[src/rtl/demux_1x4_stream.sv]
// 1-to-4 streaming demultiplexer: steers each input beat into one of four
// one-entry output lanes, chosen by an external select or a round-robin pointer.
module demux_1x4_stream #(
    parameter int WIDTH = 8
) (
    input  logic               clk,
    input  logic               rst,
    input  logic               mode,
    input  logic [1:0]         sel,
    input  logic [WIDTH-1:0]   in_data,
    input  logic               in_valid,
    output logic               in_ready,
    output logic [4*WIDTH-1:0] out_data,
    output logic [3:0]         out_valid,
    input  logic [3:0]         out_ready,
    output logic [1:0]         rr_ptr,
    output logic [15:0]        accept_cnt
);

    // Handshakes: a beat moves on any edge where valid and ready are both high;
    // ready never depends on valid of the same interface, and a producer holding
    // valid keeps its data stable until the transfer happens.

    logic [1:0] tgt;
    logic       accept;

    always_comb begin
        tgt      = mode ? rr_ptr : sel;
        in_ready = !out_valid[tgt] || out_ready[tgt];
        accept   = in_valid && in_ready;
    end

    always_ff @(posedge clk or posedge rst) begin
        if (rst) begin
            out_valid  <= '0;
            out_data   <= '0;
            rr_ptr     <= '0;
            accept_cnt <= '0;
        end else begin
            // A load on a lane takes priority over its drain so a lane can
            // be refilled on the same edge its consumer takes the old beat.
            for (int i = 0; i < 4; i++) begin
                if (accept && (tgt == i[1:0])) begin
                    out_data[i*WIDTH +: WIDTH] <= in_data;
                    out_valid[i]               <= 1'b1;
                end else if (out_valid[i] && out_ready[i]) begin
                    out_valid[i] <= 1'b0;
                end
            end
            if (accept) begin
                accept_cnt <= accept_cnt + 16'd1;
                if (mode) begin
                    rr_ptr <= rr_ptr + 2'd1;
                end
            end
        end
    end

endmodule

[config.mk]
export PLATFORM = sky130hd
export DESIGN_NAME = demux_1x4_stream
export DESIGN_NICKNAME = d
export VERILOG_FILES = /design/src/rtl/demux_1x4_stream.sv
export SDC_FILE = /design/constraint.sdc
export NUM_CORES = 1
export LEC_CHECK = 0
export ABC_CLOCK_PERIOD_IN_PS = 1900
export BUFFER_PORTS_ARGS = -buffer_cell sky130_fd_sc_hd__buf_4
export CAP_MARGIN = 15
export CORE_ASPECT_RATIO = 1.5
export CORE_MARGIN = 2
export CORE_UTILIZATION = 50
export DETAILED_ROUTE_END_ITERATION = 8
export PLACE_DENSITY = 0.79
export SLEW_MARGIN = 20
export SYNTH_ARGS = -nofsm -noshare
export SYNTH_HDL_FRONTEND = slang
export SYNTH_SLANG_ARGS = --single-unit
[constraint.sdc]
create_clock -name clk -period 1.9 [get_ports clk]
set_input_delay 0.095 -clock clk [delete_from_list [all_inputs] [get_ports clk]]
set_output_delay 0.095 -clock clk [all_outputs]
set_load 0.01 [all_outputs]
Word-level counts from Yosys, hierarchy flattened:

Index checks and enable logic that the tools add are counted.

* logic and storage cells: 46
* register bits: 54

* equal/unequal tests: 3
* multiplexer cells: 13
* $lt $le $gt $ge: 1
* add/sub/neg operators: 2
* reductions and logical operators: 17

Operators with widths (count)
* $add A16 B1 Y16 const B: 1
* $mux W1: 10
* $logic_and A1 B1 Y1: 9
* $reduce_bool A2 Y1: 4
* $bmux W1 S2: 2
* $eq A2 B2 Y1 const B: 2
* $lt A2 B3 Y1 const B: 1
* $add A2 B1 Y2 const B: 1
* $eq A2 B1 Y1 const B: 1
* $logic_not A2 Y1: 1
* $mux W2: 1
* $reduce_and A2 Y1: 1
* $logic_not A1 Y1: 1
* $logic_or A1 B1 Y1: 1

Logic depth before layout (Yosys ltp):

* word-level depth: 8
* mapped depth: 6
* mapped depth without buffers: 6

Worst setup path after synthesis:

OpenSTA, ideal clock, no wires.

* path kind: register -> register
* start point: register rr_ptr[1]
* end point: register accept_cnt[11]
* clock period less this slack: 1.695 ns
* slack: 0.205 ns
* data required time: 1.774 ns
* setup time: 0.126 ns
* arrival: 1.569 ns
* cell stages (with the launch flop): 7
* cell sequence: dfrtp_1 mux2i_2 mux2i_1 o22ai_4 buf_4 nand4_1 xnor2_1

* longest elaborated chain between the ends: 6
* elaborated cells on any way between the ends: 8
* those cells by class: mux: 5; reduce/logical: 3

Ends and longest elaborated chain
* start: declaration: RTL line 16 `output logic [1:0] rr_ptr,`
* start signal: assignment: RTL line 53 `rr_ptr <= rr_ptr + 2'd1;`
* $mux W2 (*): RTL line 28 `tgt = mode ? rr_ptr : sel;`
* $bmux W1 S2: RTL line 29 `in_ready = !out_valid[tgt] || out_ready[tgt];`
* $mux W1 (implied by the code): RTL line 29
* $logic_not A1 Y1: RTL line 29
* $logic_or A1 B1 Y1 (*): RTL line 29
* $logic_and A1 B1 Y1 (*): RTL line 30 `accept = in_valid && in_ready;`
* end signal: assignment: RTL line 51 `accept_cnt <= accept_cnt + 16'd1;`
* end: declaration: RTL line 17 `output logic [15:0] accept_cnt`

Mark *: on every way between the ends. The rest lies on a longest branch, timed or not. The select of a mux whose other input is x is not followed.
A chain may end at the register's enable or synchronous reset.

Worst setup path after layout:

* start point: register rr_ptr[1]
* end point: output in_ready

* longest elaborated chain between the ends: 5
* elaborated cells on any way between the ends: 7
* those cells by class: mux: 5; reduce/logical: 2

Ends and longest elaborated chain
* $mux W2 (*): RTL line 28
* $bmux W1 S2: RTL line 29
* $mux W1 (implied by the code): RTL line 29
* $logic_not A1 Y1: RTL line 29
* $logic_or A1 B1 Y1 (*): RTL line 29
* end: declaration: RTL line 12 `output logic in_ready,`

Marked as above.

==> results.md <==
* Nets at 270
* DRT iter0 DRCs at 18
* Placed Area at 0.00290 mm2
* Post-layout minimum cycle time at 1820 ps
* Reg2Reg Depth at 5
* Largest net degree at the start of global routing at 35
* Slew margin rel. at 69.0%
* Post-synth ARST share at 100%
* Syn avg cell area at 13.8 um2
* Period Utilization, post-route at 95.6%
* Clock Latency Late Sink at 310 ps
* Synth Area in Adders at 0.561%
* Core area at 0.00425 mm2
* Post-DP HPWL at 3390 um
* NetSw at 0.00146 W
* Area grow syn2layout at 37.2%
* Pint at 0.00301 W
* Post-Syn Nets at 181
* Total global routing overflow at 0
* DRT antenna net count at 0
* H-tree Lvls at 2
* TritonRoute pass-1 iters at 4
* # DRC at 0
* Outcome: completed
* Synth Area in Compound Gates at 0.897%
* Die X at 58.5 um
* Max-cap viol count at 0
* Setup slack, reg-to-reg at 190 ps
* Worst Max-Slew Pin Slew at 464 ps
* Kind of critical path: flop to primary output
* DR vias/cell at 5.30
* Vias at 1580
* Seq/Total Area, Yosys at 60.6%
* Xor and xnor area share after synthesis at 6.67%
* Final setup TNS at 0 ps
* CTS tree: done
* Peak VDD IR at 0.00117 V
* EDFF count, synth at 0
* Number of antenna diodes at 0
* Largest family of logic cells by synthesized area: multiplexers
* Post-Layout Inst Area at 0.00306 mm2
* DIE HEIGHT at 85.8 um
* FMAX at 550 MHz
* Die ar. at 0.00502 mm2
* TritonCTS buffer count at 5
* Main flop type after synthesis: dfrtp_1
* Row cnt at 29
* Critical Path RT at 1800 ps
* Crit-path max FO at 6
* Register bit count reported by yosys at 54
* Initial Util at 52.5%
* Arrival time at the worst endpoint at 1720 ps
* Port Buffers at 72
* Routed length per instance at 15.3 um
* Max-slew violations at 0
* Leak at 1.45 nW
* Critical Path, Cell by Cell: mux2i_4 -> mux2i_4 -> mux2i_1 -> buf_4
* Slowest-stage cell, CP: dfrtp_1
* Commonest cells after routing, fill and taps aside: buf_4 (81), dfrtp_1 (54), mux2_2 (33)
* Cell Area, Synth at 0.00223 mm2
* Cell Pwr Density at 1460 mW/mm2
* Gr usage total at 18.8%
* Combinational fraction of design power at 42.0%
* Max stage delay on crit path at 440 ps
* Share of power burned in registers at 43.0%
* Max Clock Skew at 8.47 ps
* Worst setup EP type: primary output
* Yosys cell types at 24
* Layout cells sized above 1 at 51.6%
* RePlAce Congestion at 0.741
* Clock Path Buffers at 2
* CTS Sinks at 54
* Sw Share at 32.7%
* Synth Area in Simple Gates at 11.4%
* Hold path cells at 2
* Setup Viol. Count Final at 0
* Clock network fraction of design power at 15.0%
* Post-synthesis mux area share at 19.1%
* Hold/Removal Path Class: input pin to flop
* First-pass GRT wire length at 7250 um
* CTS root buffer: clkbuf_8
* Clock transition at path regs at 100 ps
* Cell mode on critical path: mux2i_4
* Final core occ at 72.1%
* Type of origin of the critical path: flop
* Vias in the first global route at 1527
* Initial antenna violation count at 0
* Most common cell after layout, fill and taps aside: buf_4
* Yosys warnings at 0
* Synthesized instance count at 162
* WL final at 4570 um
* Fin. Hold Viols at 0
* # IOs at 73
logic make-up after synthesis:
logic type | after synthesis
AOI/OAI and AO/OA | 1
xor gates and xnor gates | 17
adders and majority gates | 1
buffers and inverters | 4
DFF | 54
muxes | 38
and+or+nand+nor | 47
final timing paths:
kind	to	from
max	in_ready	rr_ptr[1]
min	out_data[29]	in_data[5]
max reg2reg	accept_cnt[9]	rr_ptr[1]
min reg2reg	accept_cnt[15]	accept_cnt[15]
max in group asynchronous	out_valid[1]	rst
min in group asynchronous	accept_cnt[9]	rst
metal layers:
metal / GRT usage, % / up-vias / part of all wire, %
li1: - / 744 / -
met1: 24.1 / 773 / 41
met2: 31.7 / 57 / 52
met3: 3.17 / 6 / 6.0
met4: 6.34 / 0 / 1.4
met5: 0 / - / 0
registers in the layout (all words and copies together), names as in the netlist:
signal      count
out_valid       4
accept_cnt     16
rr_ptr          2
out_data       32
synthesized netlist by cell type (2+ instances only):
library cell	count	area (um2)
nand2b_1	6	37.5
dfrtp_1	54	1350
nand4_1	6	37.5
and3_1	2	12.5
xor2_1	3	26.3
nand2_1	15	56.3
mux2i_1	4	40.0
xnor2_1	14	123
inv_1	2	7.51
nand3_1	6	30.0
and4_1	2	17.5
mux2_2	33	372
nor2_1	4	15.0
metrics by stage:
| step | total power (W) | hold WS (ps) | setup WS, ps | std cells |
|---|---|---|---|---|
| floorplan | 0.00281 | 245 | 205 | 162 |
| global placement | 0.00373 | 146 | 74.1 | 287 |
| detailed placement | 0.00379 | 141 | 2.40 | 287 |
| CTS | 0.00447 | 29.7 | 11.7 | 296 |
| global route | 0.00475 | 35.7 | -4.32 | 298 |
| finish | 0.00448 | 34.3 | 83.4 | 298 |
critical path: cells and delay by family, from the launching register on:
family	cells	cell delay [ps]
buf+inv	1	160
mux	3	820
flops	1	440
timing repair:
item                       in CTS  in global routing
setup endpoints to repair       1                 11
hold buffers                    1                  0
cloned                          0                  1
buffers inserted                0                  1
resized for setup               1                  4
hold endpoints to repair       20                  0
pin swaps                       0                  1
power groups by stage:
stage	sequential, W	clock, W	combinational [W]
floorplan	0.00212	0	0.000689
global placement	0.00194	0	0.00179
detailed placement	0.00195	0	0.00185
CTS	0.00193	0.000691	0.00185
global route	0.00199	0.000731	0.00203
finish	0.00193	0.000672	0.00188
cell type report:
class | instances | area [um2]
Fill cell | 331 | 1180
Tap cell | 46 | 57.6
Sequential cell | 54 | 1350
Inverter | 2 | 7.51
Clock inverter | 2 | 16.3
Multi-Input combinational cell | 105 | 907
Timing Repair Buffer | 83 | 638
Clock buffer | 6 | 82.6
Power figures use the tool's default switching activity.
